===== src/rtl/uart_tx_param.sv =====
`default_nettype none
// ============================================================================
// Module      : uart_tx_param
// Description : Parametrised UART transmitter. Serialises start, DATA_W data
//               bits (LSB first), optional parity and 1/2 stop bits at a fixed
//               baud divisor, fed by a valid/ready handshake.
//               Optional macro UART_TX_FIFO_EN adds a FIFO_DEPTH-entry FIFO
//               in front of the FSM and exposes the fifo_level port.
// Revision    : 1.0 - initial release
// ============================================================================
module uart_tx_param #(
  parameter int DATA_W       = 8,
  parameter int CLKS_PER_BIT = 434,
  parameter int PARITY_MODE  = 1,
  parameter int STOP_BITS    = 1,
  parameter int FIFO_DEPTH   = 4
) (
  input  logic              clk,
  input  logic              reset,
  input  logic              tx_valid,
  input  logic [DATA_W-1:0] tx_data,
  output logic              tx_ready,
  output logic              serial_output,
  output logic              busy
`ifdef UART_TX_FIFO_EN
  ,
  output logic [$clog2(FIFO_DEPTH):0] fifo_level
`endif
);

  localparam int c_timer_w = (CLKS_PER_BIT >= 2) ? $clog2(CLKS_PER_BIT) : 1;
  localparam logic [c_timer_w-1:0] c_last_tick = c_timer_w'(CLKS_PER_BIT - 1);
  localparam logic [3:0] c_last_data = 4'(DATA_W - 1);
  localparam logic [3:0] c_last_stop = 4'(STOP_BITS - 1);

  // Reject configurations the frame logic cannot represent
  if ((DATA_W < 5) || (DATA_W > 9)) begin : g_bad_data_w
    $error("uart_tx_param: DATA_W must be 5..9");
  end
  if (CLKS_PER_BIT < 2) begin : g_bad_clks
    $error("uart_tx_param: CLKS_PER_BIT must be >= 2");
  end
  if ((STOP_BITS != 1) && (STOP_BITS != 2)) begin : g_bad_stop
    $error("uart_tx_param: STOP_BITS must be 1 or 2");
  end
  if ((PARITY_MODE < 0) || (PARITY_MODE > 2)) begin : g_bad_parity
    $error("uart_tx_param: PARITY_MODE must be 0, 1 or 2");
  end
  if ((FIFO_DEPTH < 2) || ((FIFO_DEPTH & (FIFO_DEPTH - 1)) != 0)) begin : g_bad_depth
    $error("uart_tx_param: FIFO_DEPTH must be a power of 2 >= 2");
  end

  typedef enum logic [2:0] {
    S_IDLE   = 3'd0,
    S_START  = 3'd1,
    S_DATA   = 3'd2,
    S_PARITY = 3'd3,
    S_STOP   = 3'd4
  } state_t;

  state_t                r_state;
  logic [c_timer_w-1:0]  r_timer;
  logic [3:0]            r_bitcnt;
  logic [DATA_W-1:0]     r_shift;
  logic                  r_par;
  logic                  r_tx;

  logic                  w_bit_end;
  logic                  w_last_stop;
  logic                  w_load;
  logic [DATA_W-1:0]     w_load_data;
  logic                  w_par;

  assign w_bit_end   = (r_timer == c_last_tick);
  // Final cycle of the last stop bit: a new word may start the next cycle
  assign w_last_stop = (r_state == S_STOP) && w_bit_end && (r_bitcnt == c_last_stop);
  assign w_par       = (PARITY_MODE == 2) ? ~^w_load_data : ^w_load_data;
  assign serial_output = r_tx;

`ifdef UART_TX_FIFO_EN
  localparam int c_aw = $clog2(FIFO_DEPTH);
  localparam logic [c_aw:0] c_depth = (c_aw + 1)'(FIFO_DEPTH);

  logic [DATA_W-1:0] r_mem [FIFO_DEPTH];
  logic [c_aw-1:0]   r_wr_ptr;
  logic [c_aw-1:0]   r_rd_ptr;
  logic [c_aw:0]     r_level;
  logic              w_full;
  logic              w_empty;
  logic              w_push;
  logic              w_pop;

  assign w_full      = (r_level == c_depth);
  assign w_empty     = (r_level == '0);
  assign w_push      = tx_valid && !w_full;
  assign w_pop       = !w_empty && ((r_state == S_IDLE) || w_last_stop);
  assign tx_ready    = !w_full;
  assign w_load      = w_pop;
  assign w_load_data = r_mem[r_rd_ptr];
  assign busy        = (r_state != S_IDLE) || !w_empty;
  assign fifo_level  = r_level;

  // FIFO storage; contents need no reset because the level guards reads
  always_ff @(posedge clk) begin
    if (w_push) r_mem[r_wr_ptr] <= tx_data;
  end

  // FIFO pointers and occupancy; pointers wrap naturally at the power-of-2 depth
  always_ff @(posedge clk or posedge reset) begin
    if (reset) begin
      r_wr_ptr <= '0;
      r_rd_ptr <= '0;
      r_level  <= '0;
    end else begin
      if (w_push) r_wr_ptr <= r_wr_ptr + 1'b1;
      if (w_pop)  r_rd_ptr <= r_rd_ptr + 1'b1;
      case ({w_push, w_pop})
        2'b10:   r_level <= r_level + 1'b1;
        2'b01:   r_level <= r_level - 1'b1;
        default: r_level <= r_level;
      endcase
    end
  end
`else
  // Single-word mode: also ready in the final stop cycle so a held word
  // follows the previous frame with no idle gap
  assign tx_ready    = (r_state == S_IDLE) || w_last_stop;
  assign w_load      = tx_valid && tx_ready;
  assign w_load_data = tx_data;
  assign busy        = (r_state != S_IDLE);
`endif

  // Frame sequencer: bit timer, bit counter, shift register and registered line
  always_ff @(posedge clk or posedge reset) begin
    if (reset) begin
      r_state  <= S_IDLE;
      r_timer  <= '0;
      r_bitcnt <= '0;
      r_shift  <= '0;
      r_par    <= 1'b0;
      r_tx     <= 1'b1;
    end else begin
      r_timer <= r_timer + c_timer_w'(1);
      if (w_load) begin
        r_state  <= S_START;
        r_timer  <= '0;
        r_bitcnt <= '0;
        r_shift  <= w_load_data;
        r_par    <= w_par;
        r_tx     <= 1'b0;
      end else begin
        case (r_state)
          S_IDLE: begin
            r_timer <= '0;
            r_tx    <= 1'b1;
          end
          S_START: begin
            if (w_bit_end) begin
              r_state  <= S_DATA;
              r_timer  <= '0;
              r_bitcnt <= '0;
              r_tx     <= r_shift[0];
            end
          end
          S_DATA: begin
            if (w_bit_end) begin
              r_timer <= '0;
              if (r_bitcnt == c_last_data) begin
                r_bitcnt <= '0;
                if (PARITY_MODE != 0) begin
                  r_state <= S_PARITY;
                  r_tx    <= r_par;
                end else begin
                  r_state <= S_STOP;
                  r_tx    <= 1'b1;
                end
              end else begin
                r_bitcnt <= r_bitcnt + 4'd1;
                r_shift  <= r_shift >> 1;
                r_tx     <= r_shift[1];
              end
            end
          end
          S_PARITY: begin
            if (w_bit_end) begin
              r_state  <= S_STOP;
              r_timer  <= '0;
              r_bitcnt <= '0;
              r_tx     <= 1'b1;
            end
          end
          S_STOP: begin
            if (w_bit_end) begin
              r_timer <= '0;
              if (r_bitcnt == c_last_stop) begin
                r_state  <= S_IDLE;
                r_bitcnt <= '0;
                r_tx     <= 1'b1;
              end else begin
                r_bitcnt <= r_bitcnt + 4'd1;
              end
            end
          end
          default: begin
            r_state <= S_IDLE;
            r_timer <= '0;
            r_tx    <= 1'b1;
          end
        endcase
      end
    end
  end

endmodule
`default_nettype wire


===== config.mk =====
export PLATFORM = sky130hd
export DESIGN_NAME = uart_tx_param
export DESIGN_NICKNAME = d
export VERILOG_FILES = /design/src/rtl/uart_tx_param.sv
export SDC_FILE = /design/constraint.sdc
export NUM_CORES = 1
export LEC_CHECK = 0
export ABC_AREA = 1
export BUFFER_PORTS_ARGS = -buffer_cell sky130_fd_sc_hd__clkbuf_2
export CORE_ASPECT_RATIO = 1.4
export CORE_MARGIN = 3
export CORE_UTILIZATION = 50
export CTS_CLUSTER_DIAMETER = 50
export DETAILED_ROUTE_END_ITERATION = 8
export GPL_TIMING_DRIVEN = 0
export PLACE_DENSITY = 0.71
export SLEW_MARGIN = 5
export SYNTH_ARGS = -nofsm -noshare
export SYNTH_HDL_FRONTEND = slang
export SYNTH_SLANG_ARGS = --single-unit

===== constraint.sdc =====
create_clock -name clk -period 1.5 [get_ports clk]
set_input_delay 0.15 -clock clk [delete_from_list [all_inputs] [get_ports clk]]
set_output_delay 0.15 -clock clk [all_outputs]
set_load 0.02 [all_outputs]

Word-level counts from Yosys, hierarchy flattened
Index checks and enable logic that the tools add are counted.
{"block": "op_classes", "n_addsub": 2, "n_eq_ne": 15, "muxes": 30, "reduce_logical": 17}
{"operator": "$mux 8", "n": 4}
{"operator": "$mux 9", "n": 3}
{"operator": "$mux 4", "n": 6}
{"operator": "$mux 3", "n": 7}
{"operator": "$ne 3x3->1 const B", "n": 5}
{"operator": "$pmux 3 s5", "n": 1}
{"operator": "$pmux 4 s3", "n": 1}
{"operator": "$add 9x1->9 const B", "n": 1}
{"operator": "$eq 9x9->1 const B", "n": 1}
{"operator": "$reduce_xor 8->1", "n": 1}
{"operator": "$mux 1", "n": 7}
{"operator": "$reduce_and 7->1", "n": 1}
{"operator": "$eq 3x2->1 const B", "n": 2}
{"operator": "$reduce_and 5->1", "n": 1}
{"operator": "$add 4x1->4 const B", "n": 1}
{"operator": "$eq 4x3->1 const B", "n": 1}
{"operator": "$logic_not 4->1", "n": 1}
{"operator": "$ne 2x2->1 const B", "n": 2}
{"operator": "$pmux 1 s4", "n": 1}
{"operator": "$reduce_and 4->1", "n": 1}
{"operator": "$reduce_bool 2->1", "n": 2}
{"operator": "$reduce_bool 4->1", "n": 1}
{"operator": "$reduce_or 4->1", "n": 1}
{"operator": "$eq 3x1->1 const B", "n": 1}
{"operator": "other kinds (9)", "n": 11}
{"block": "totals", "regBits": 26, "inputBits": 11, "output_inout_bits": 3, "elab_cells": 70}

Logic depth before layout (Yosys ltp)
Gate-level depths: netlist of run 1.
{"block": "logic_depth", "depth_word": 7, "mapped_depth": 12, "depth_no_buf": 12}

Worst setup path before layout of run 1
Ideal clock, no wire load.
{"block": "synth_timing", "kind": "reg-to-reg", "start": "register r_timer[1]", "end": "register r_shift[0]", "setup_time_ps": 117, "arrival_time_ps": 1401, "required_ps": 1383, "path_slack_ps": -18, "stages_incl_launch_ff": 13, "n_path_buf": 1, "synth_period_minus_slack_ps": 1518, "cell_sequence": "dfrtp_1 > inv_1 > ha_1 > inv_1 > nor2_1 > nand2_2 > nor2_4 > nand2_2 > nand2_4 > nand2_4 > buf_6 > nand3_1 > nand2_1"}
{"block": "synth_via", "elab_chain_cells": 7, "elab_cells_between_ends": 10, "classes_between": "eq/ne: 2; mux: 1; reduce/logical: 7"}
{"element": "from (decl)", "line": "62", "rtl": "logic [c_timer_w-1:0] r_timer;"}
{"element": "from (signal assigned)", "line": "143", "rtl": "r_timer <= r_timer + c_timer_w'(1);"}
{"element": "$eq 9x9->1 (*)", "line": "74", "rtl": "assign w_bit_end = (r_timer == c_last_tick);"}
{"element": "$logic_and 1x1->1 (*) (2 in series)", "line": "76", "rtl": "assign w_last_stop = (r_state == S_STOP) && w_bit_end && (r_bitcnt == c_last_stop);"}
{"element": "$logic_or 1x1->1 (*)", "line": "127", "rtl": "assign tx_ready = (r_state == S_IDLE) || w_last_stop;"}
{"element": "named net tx_ready", "line": "22", "rtl": "output logic tx_ready,"}
{"element": "$logic_and 1x1->1 (*)", "line": "128", "rtl": "assign w_load = tx_valid && tx_ready;"}
{"element": "$ne 2x2->1 (no source line) or $reduce_bool 2->1 (tied branches)"}
{"element": "$reduce_and 3->1 (no source line)"}
{"element": "to (signal assigned)", "line": "148", "rtl": "r_shift <= w_load_data;"}
{"element": "to (signal assigned)", "line": "179", "rtl": "r_shift <= r_shift >> 1;"}
{"element": "to (decl)", "line": "64", "rtl": "logic [DATA_W-1:0] r_shift;"}
Mark *: on every way through the listed nets, which the timed path passes. The rest lies on a longest branch.
A chain may end at the register's enable or synchronous reset.

Worst setup path after layout of run 1
{"block": "layout_timing", "start": "register r_state[1]", "end": "register r_bitcnt[0]"}
{"block": "layout_via", "elab_chain_cells": 7, "elab_cells_between_ends": 17, "classes_between": "eq/ne: 7; mux: 2; reduce/logical: 8"}
{"element": "from (decl)", "line": "61", "rtl": "state_t r_state;"}
{"element": "from (signal assigned)", "line": "136", "rtl": "r_state <= S_IDLE;"}
{"element": "from (signal assigned)", "line": "145", "rtl": "r_state <= S_START;"}
{"element": "from (signal assigned)", "line": "159", "rtl": "r_state <= S_DATA;"}
{"element": "$eq 3x3->1", "line": "76, 152"}
{"element": "$logic_and 1x1->1 (2 in series)", "line": "76"}
{"element": "$logic_or 1x1->1", "line": "127"}
{"element": "$logic_and 1x1->1", "line": "128"}
{"element": "$ne 3x1->1 (no source line), or another cell as far along"}
{"element": "$reduce_and 4->1 (no source line)"}
{"element": "to (signal assigned)", "line": "178", "rtl": "r_bitcnt <= r_bitcnt + 4'd1;"}
{"element": "to (signal assigned)", "line": "200", "rtl": "r_bitcnt <= r_bitcnt + 4'd1;"}
{"element": "to (decl)", "line": "63", "rtl": "logic [3:0] r_bitcnt;"}
Parallel ways exist; a longest one is shown, timed or not.

==> results of run 1 <==
worst reg2reg max path: cells and delay by family (launching register included):
family | cells | cell delay, ns
buffers and inverters | 2 | 0.26
flip-flops | 1 | 0.47
AND/OR/NAND/NOR | 8 | 0.82
power by group:
part | leakage (nW) | total [mW] | switching (mW) | internal (mW)
clock | 0.0288 | 0.455 | 0.221 | 0.234
combinational | 0.836 | 0.0741 | 0.0452 | 0.0289
sequential | 0.298 | 0.700 | 0 | 0.700
total | 1.16 | 1.23 | 0.266 | 0.964
final timing paths:
| check | end | slack, ns | cells past startpoint |
|---|---|---|---|
| min in group clk | r_shift[7] | 0.15 | 3 |
| max reg2reg | r_bitcnt[0] | -0.14 | 10 |
| min | r_timer[2] | 0.09 | 2 |
| max in group asynchronous | r_shift[1] | 0.81 | 2 |
| min reg2reg | serial_output | 0.47 | 2 |
| max | r_bitcnt[0] | -0.14 | 10 |
metrics by stage:
step	setup WS, ns	setup TNS, ns	area (sq um)	instances
CTS	-0.140	-1.38	2070	287
floorplan	-0.0180	-0.123	1590	212
detailed placement	-0.186	-2.39	1700	261
global placement	-0.170	-1.88	1700	261
global route	-0.228	-4.00	2250	290
finish	-0.145	-1.80	2250	290
layout make-up:
class | count | area, sq um | area share (%)
Buffer | 3 | 40.0 | 1.78
Clock buffer | 4 | 55.1 | 2.44
Inverter | 32 | 125 | 5.56
Multi-Input combinational cell | 151 | 1030 | 45.9
Sequential cell | 26 | 652 | 28.9
Tap cell | 37 | 46.3 | 2.06
Timing Repair Buffer | 37 | 300 | 13.3
sequential cells by signal, indices dropped and copies added, names as in the netlist:
name,count
serial_output,1
r_bitcnt,4
r_state,3
r_timer,9
r_par,1
r_shift,8
per-layer routing:
metal  GRT usage, %  vias up
met2           41.7       38
met5              0        -
met1           25.0      698
met4           10.8        0
li1               -      744
met3           3.07       10
placed cells by master, fill, tap and decap left out, types with 2 or more instances in the layout:
cell	count
nor3b_2	2
buf_6	7
buf_8	3
nand2_1	52
dfrtp_1	25
nand2_2	10
xor2_1	6
inv_2	5
nor2_1	6
inv_1	25
o21ai_1	2
nand4_1	3
a21oi_1	4
ha_2	3
nand3_2	16
xnor2_1	6
buf_4	17
inv_4	2
nand3_1	13
nor2_4	9
clkbuf_8	5
nor2_2	6
o21ai_0	3
nand2_4	3
clkbuf_2	11
repair_timing:
action,4_1_cts,5_1_grt
gates cloned,2,0
buffers inserted,20,4
endpoints found under the setup margin,27,27
gates resized for setup,41,44
pin swaps,11,12
cells by family (layout without fill, tap and decap cells):
group | Yosys count | count (layout)
fa+ha+maj | 4 | 4
compound gates | 11 | 11
simple gates | 123 | 123
buf+inv | 35 | 76
xor+xnor | 13 | 13
flops | 26 | 26
==> results.json, run 1 <==
{
  "dr_wl_met3_um": 113,
  "gp_congestion": 0.833,
  "reg2reg_from": "r_state[1]",
  "numCtsBuffers": 3,
  "synth_compound_area_share_pct": 3.62,
  "worst_path_most_repeated_cell": "nand2_1",
  "critPathTopFamily": "simple AND/OR/NAND/NOR gates",
  "holdWs_ns": 0.0858,
  "synth_xor_area_share_pct": 7.17,
  "grt_max_degree": 27,
  "setup_viol": 18,
  "fin_util_pct": 76.0,
  "slew_headroom_pct": 33.0,
  "htree_num_levels": 1,
  "path_max_fanout": 7,
  "hold_viol": 0,
  "rsz0062_at_grt": "true",
  "grt_pass1_vias": 1543,
  "outcome": "complete, but fails checks",
  "drc": 0,
  "highest_layer": "met4",
  "violations": "setup timing",
  "worstPathArrival_ns": 1.81,
  "p_total_mw": 1.23,
  "critPathBufInv": 2,
  "fillCellCount": 202,
  "ys_seq_elements": 26,
  "synthTopCellsByArea": "dfrtp_1 (39%), nand2_1 (14%), nand3_1 (9.1%), inv_1 (7.1%), nor2_1 (4.3%)",
  "placeableCoreArea_sq_um": 2960,
  "synthAdderAreaFrac_pct": 3.15,
  "syn-num-nets": 227,
  "timing.critical_path.slowest_stage_cell": "dfrtp_1",
  "slew_viol_final": 0,
  "yosys.area.top_type": "dfrtp_1",
  "worstSkewPairLatency_ns": 0.27,
  "pwr_density_cell_nw_per_um2": 546,
  "synth_cells": 212,
  "path_class": "reg2reg",
  "synth_common_cells": "nand2_1 (60), inv_1 (30), nand3_1 (29), dfrtp_1 (25), nor2_1 (18)",
  "p_leak_nw": 1.16,
  "required_ns": 1.66,
  "met2_length_mm": 2.21,
  "synth_flop_cell": "dfrtp_1",
  "async_reset_ff_share_pct": 100,
  "setup_ws_ns": -0.145,
  "synth.cell_area_sq_um": 1590,
  "drv_cap": 0,
  "hpwl_mm": 2.25,
  "clock_sinks": 26,
  "dieArea_sq_um": 3900,
  "row_count": 23,
  "synth_mux_area_share_pct": 0,
  "cts_root_buffer": "clkbuf_8",
  "fmax_mhz": 608,
  "vdd_drop_max_v": 0.000572,
  "finalCritPeriodShare_pct": 110,
  "cp_cell_sequence": "nor2_4, nand2_1, nor2_2, nand2_2, nand2_4, buf_12, nand2_8, buf_6, nand3_2, nand2_1",
  "fin_nets": 269,
  "tritoncts": "yes",
  "worstMarginPinSlew_ns": 1.00,
  "routed_wl_mm": 3.95,
  "cts.hold.buffers_added": 0,
  "avgSynthCellArea_sq_um": 7.50,
  "via_per_inst": 5.14,
  "routedWlPerCell_um": 13.6,
  "crit_path_end_kind": "register",
  "synth_edf_count": 0,
  "overflow": 0,
  "hp-class": "in2async",
  "antenna_found_initial": 0,
  "period_minus_slack_ns": 1.64,
  "diodes": 0,
  "clock_skew_ns": 0.00324,
  "start_util_pct": 53.6,
  "drt_iter0_markers": 37,
  "max_stage_delay_ns": 0.47,
  "synth.most_common_cell": "nand2_1",
  "grt_pass1_wl_mm": 6.60,
  "seq_area_frac_synth_pct": 41.0,
  "via_count": 1490,
  "synthSimpleGateAreaFrac_pct": 35.4,
  "clk_pin_slew_ns": 0.09,
  "drive_gt1_share_pct": 42.7,
  "globalRouteTotalUtil_pct": 22.9,
  "ant_nets": 0,
  "met1_length_mm": 1.54,
  "synth_warnings": 0,
  "clockBufferDepth": 2,
  "area_growth_pct": 41.7,
  "critPathLaunch": "r_state[1]",
  "cp-start-kind": "register",
  "netlist-cell-type-count": 24,
  "numPortBuffers": 12,
  "die_h_um": 72.7,
  "synth_top_family_by_area": "simple AND/OR/NAND/NOR gates",
  "netlist.area_leader.share_pct": 39.4,
  "pin_count": 14,
  "die_w_um": 53.6,
  "first_pass_iters": 4
}
Power figures use the tool's default switching activity.
==> run 2: changes to the inputs <==
Settings changed: MAX_ROUTING_LAYER set to met4.
==> results.json, run 2 (synthesis results as in run 1) <==
{
  "outcome": "complete, but fails checks",
  "violations": "setup timing",
  "reg_top3": "r_timer: 9 flops, r_shift: 8 flops, r_bitcnt: 4 flops",
  "combPwrFrac_pct": 6.0,
  "hpwl_mm": 2.25,
  "internal_power_mw": 0.964,
  "final_common_cell": "nand2_1",
  "clock_sinks": 26,
  "path_class": "reg2reg",
  "clk_pin_slew_ns": 0.09,
  "top_register": "r_timer",
  "worstSkewPairLatency_ns": 0.27,
  "p_total_mw": 1.24,
  "rsz0062_at_grt": "true",
  "diodes": 0,
  "htree_num_levels": 1,
  "required_ns": 1.67,
  "overflow": 0,
  "drv_cap": 0,
  "fin_nets": 269,
  "grt_pass1_wl_mm": 6.62,
  "globalRouteTotalUtil_pct": 23.6,
  "fin_tns_setup_ns": -2.06,
  "final_cell_mix": "nand2_1 (52), inv_1 (25), dfrtp_1 (25), buf_4 (17), nand3_2 (16)",
  "hold_viol": 0,
  "gp_congestion": 0.846,
  "drt_iter0_markers": 26,
  "drive_gt1_share_pct": 42.7,
  "highest_layer": "met4",
  "via_count": 1477,
  "clockBufferDepth": 2,
  "drc": 0,
  "finalCritPeriodShare_pct": 111,
  "setup_viol": 17,
  "pin_count": 14,
  "slew_viol_final": 0,
  "first_pass_iters": 4,
  "rrSetupSlack_ns": -0.16,
  "crit_path_end_kind": "register",
  "numCtsBuffers": 3,
  "row_count": 23,
  "grt_pass1_vias": 1535,
  "path_max_fanout": 7,
  "fmax_mhz": 601,
  "clockPowerShare_pct": 37.3,
  "pwr_density_cell_nw_per_um2": 549,
  "worstMarginPinSlew_ns": 0.999,
  "grt_max_degree": 27,
  "via_per_inst": 5.09,
  "p_leak_nw": 1.16,
  "fillCellCount": 202,
  "numPortBuffers": 12,
  "seq_power_share_pct": 56.7,
  "dr_wl_met3_um": 142,
  "stdcell_area_sq_um": 2250,
  "tritoncts": "yes",
  "met2_length_mm": 2.22,
  "setup_ws_ns": -0.164,
  "antenna_found_initial": 0,
  "start_util_pct": 53.6,
  "switching_share_pct": 22.0,
  "vdd_drop_max_v": 0.000579,
  "placed_area_sq_um": 1700,
  "clock_skew_ns": 0.00288,
  "hp-class": "in2async",
  "largest_reg_flops": 9,
  "routedWlPerCell_um": 13.7,
  "placeableCoreArea_sq_um": 2960,
  "cts_root_buffer": "clkbuf_8",
  "slew_headroom_pct": 33.4,
  "die_w_um": 53.6,
  "dieArea_sq_um": 3900,
  "routed_wl_mm": 3.97,
  "area_growth_pct": 41.7,
  "die_h_um": 72.7,
  "power_switching_mw": 0.272,
  "period_minus_slack_ns": 1.66,
  "met1_length_mm": 1.52,
  "ant_nets": 0,
  "worstPathArrival_ns": 1.83,
  "cp-start-kind": "register"
}
run 2: cell counts in the layout (fill, tap and decap cells not counted):
Identical to the previous run, type by type.
run 2: layout make-up:
cell class / count / area (sq um) / share of cell area, %
Clock buffer: 4 / 55.1 / 2.44
Timing Repair Buffer: 37 / 300 / 13.3
Tap cell: 37 / 46.3 / 2.06
Buffer: 3 / 40.0 / 1.78
Sequential cell: 26 / 652 / 28.9
Inverter: 32 / 125 / 5.56
Multi-Input combinational cell: 151 / 1030 / 45.9
run 2: metal layers:
metal | GRT usage, % | up-vias
met5 | - | -
met1 | 25.3 | 684
li1 | - | 743
met2 | 41.7 | 40
met4 | 10.8 | 0
met3 | 3.07 | 10
run 2: critical path: stages (launching register included):
cell and delay [ns]:
dfrtp_1 0.47, nor2_4 0.15, nand2_1 0.15, nor2_2 0.18, nand2_2 0.08, nand2_4 0.09
buf_12 0.12, nand2_8 0.06, buf_6 0.14, nand3_2 0.05, nand2_1 0.05
run 2: power groups by stage:
stage	sequential, mW	clock [mW]	combinational (mW)
2_1_floorplan	0.714	0	0.0460
3_3_place_gp	0.714	0	0.0726
3_5_place_dp	0.714	0	0.0734
4_1_cts	0.700	0.462	0.0750
5_1_grt	0.701	0.494	0.0847
6_report	0.700	0.461	0.0741
run 2: worst paths after layout:
path                               start             to  depth (start not counted)
max reg2reg                   r_state[1]    r_bitcnt[0]                         10
min                                reset    r_bitcnt[2]                          2
max in group asynchronous          reset     r_shift[2]                          2
min in group clk              tx_data[7]     r_shift[7]                          3
min reg2reg                serial_output  serial_output                          2
max                           r_state[1]    r_bitcnt[0]                         10
run 2: repair_timing:
| item | in CTS | in global routing |
|---|---|---|
| gates resized for setup | 41 | 44 |
| endpoints found under the setup margin | 27 | 27 |
| gates cloned | 2 | 0 |
| hold buffers | 0 | 0 |
| buffers inserted | 20 | 4 |
| pin swaps | 11 | 11 |
run 2: stage by stage:
| step | cells | hold slack [ns] | worst slack, ns | util (%) |
|---|---|---|---|---|
| floorplan | 212 | 0.189 | -0.0180 | - |
| global placement | 261 | 0.401 | -0.170 | 57.2 |
| detailed placement | 261 | 0.403 | -0.186 | 57.2 |
| CTS | 287 | 0.105 | -0.140 | 69.9 |
| global route | 290 | 0.148 | -0.227 | 76.0 |
| finish | 290 | 0.0807 | -0.164 | 76.0 |
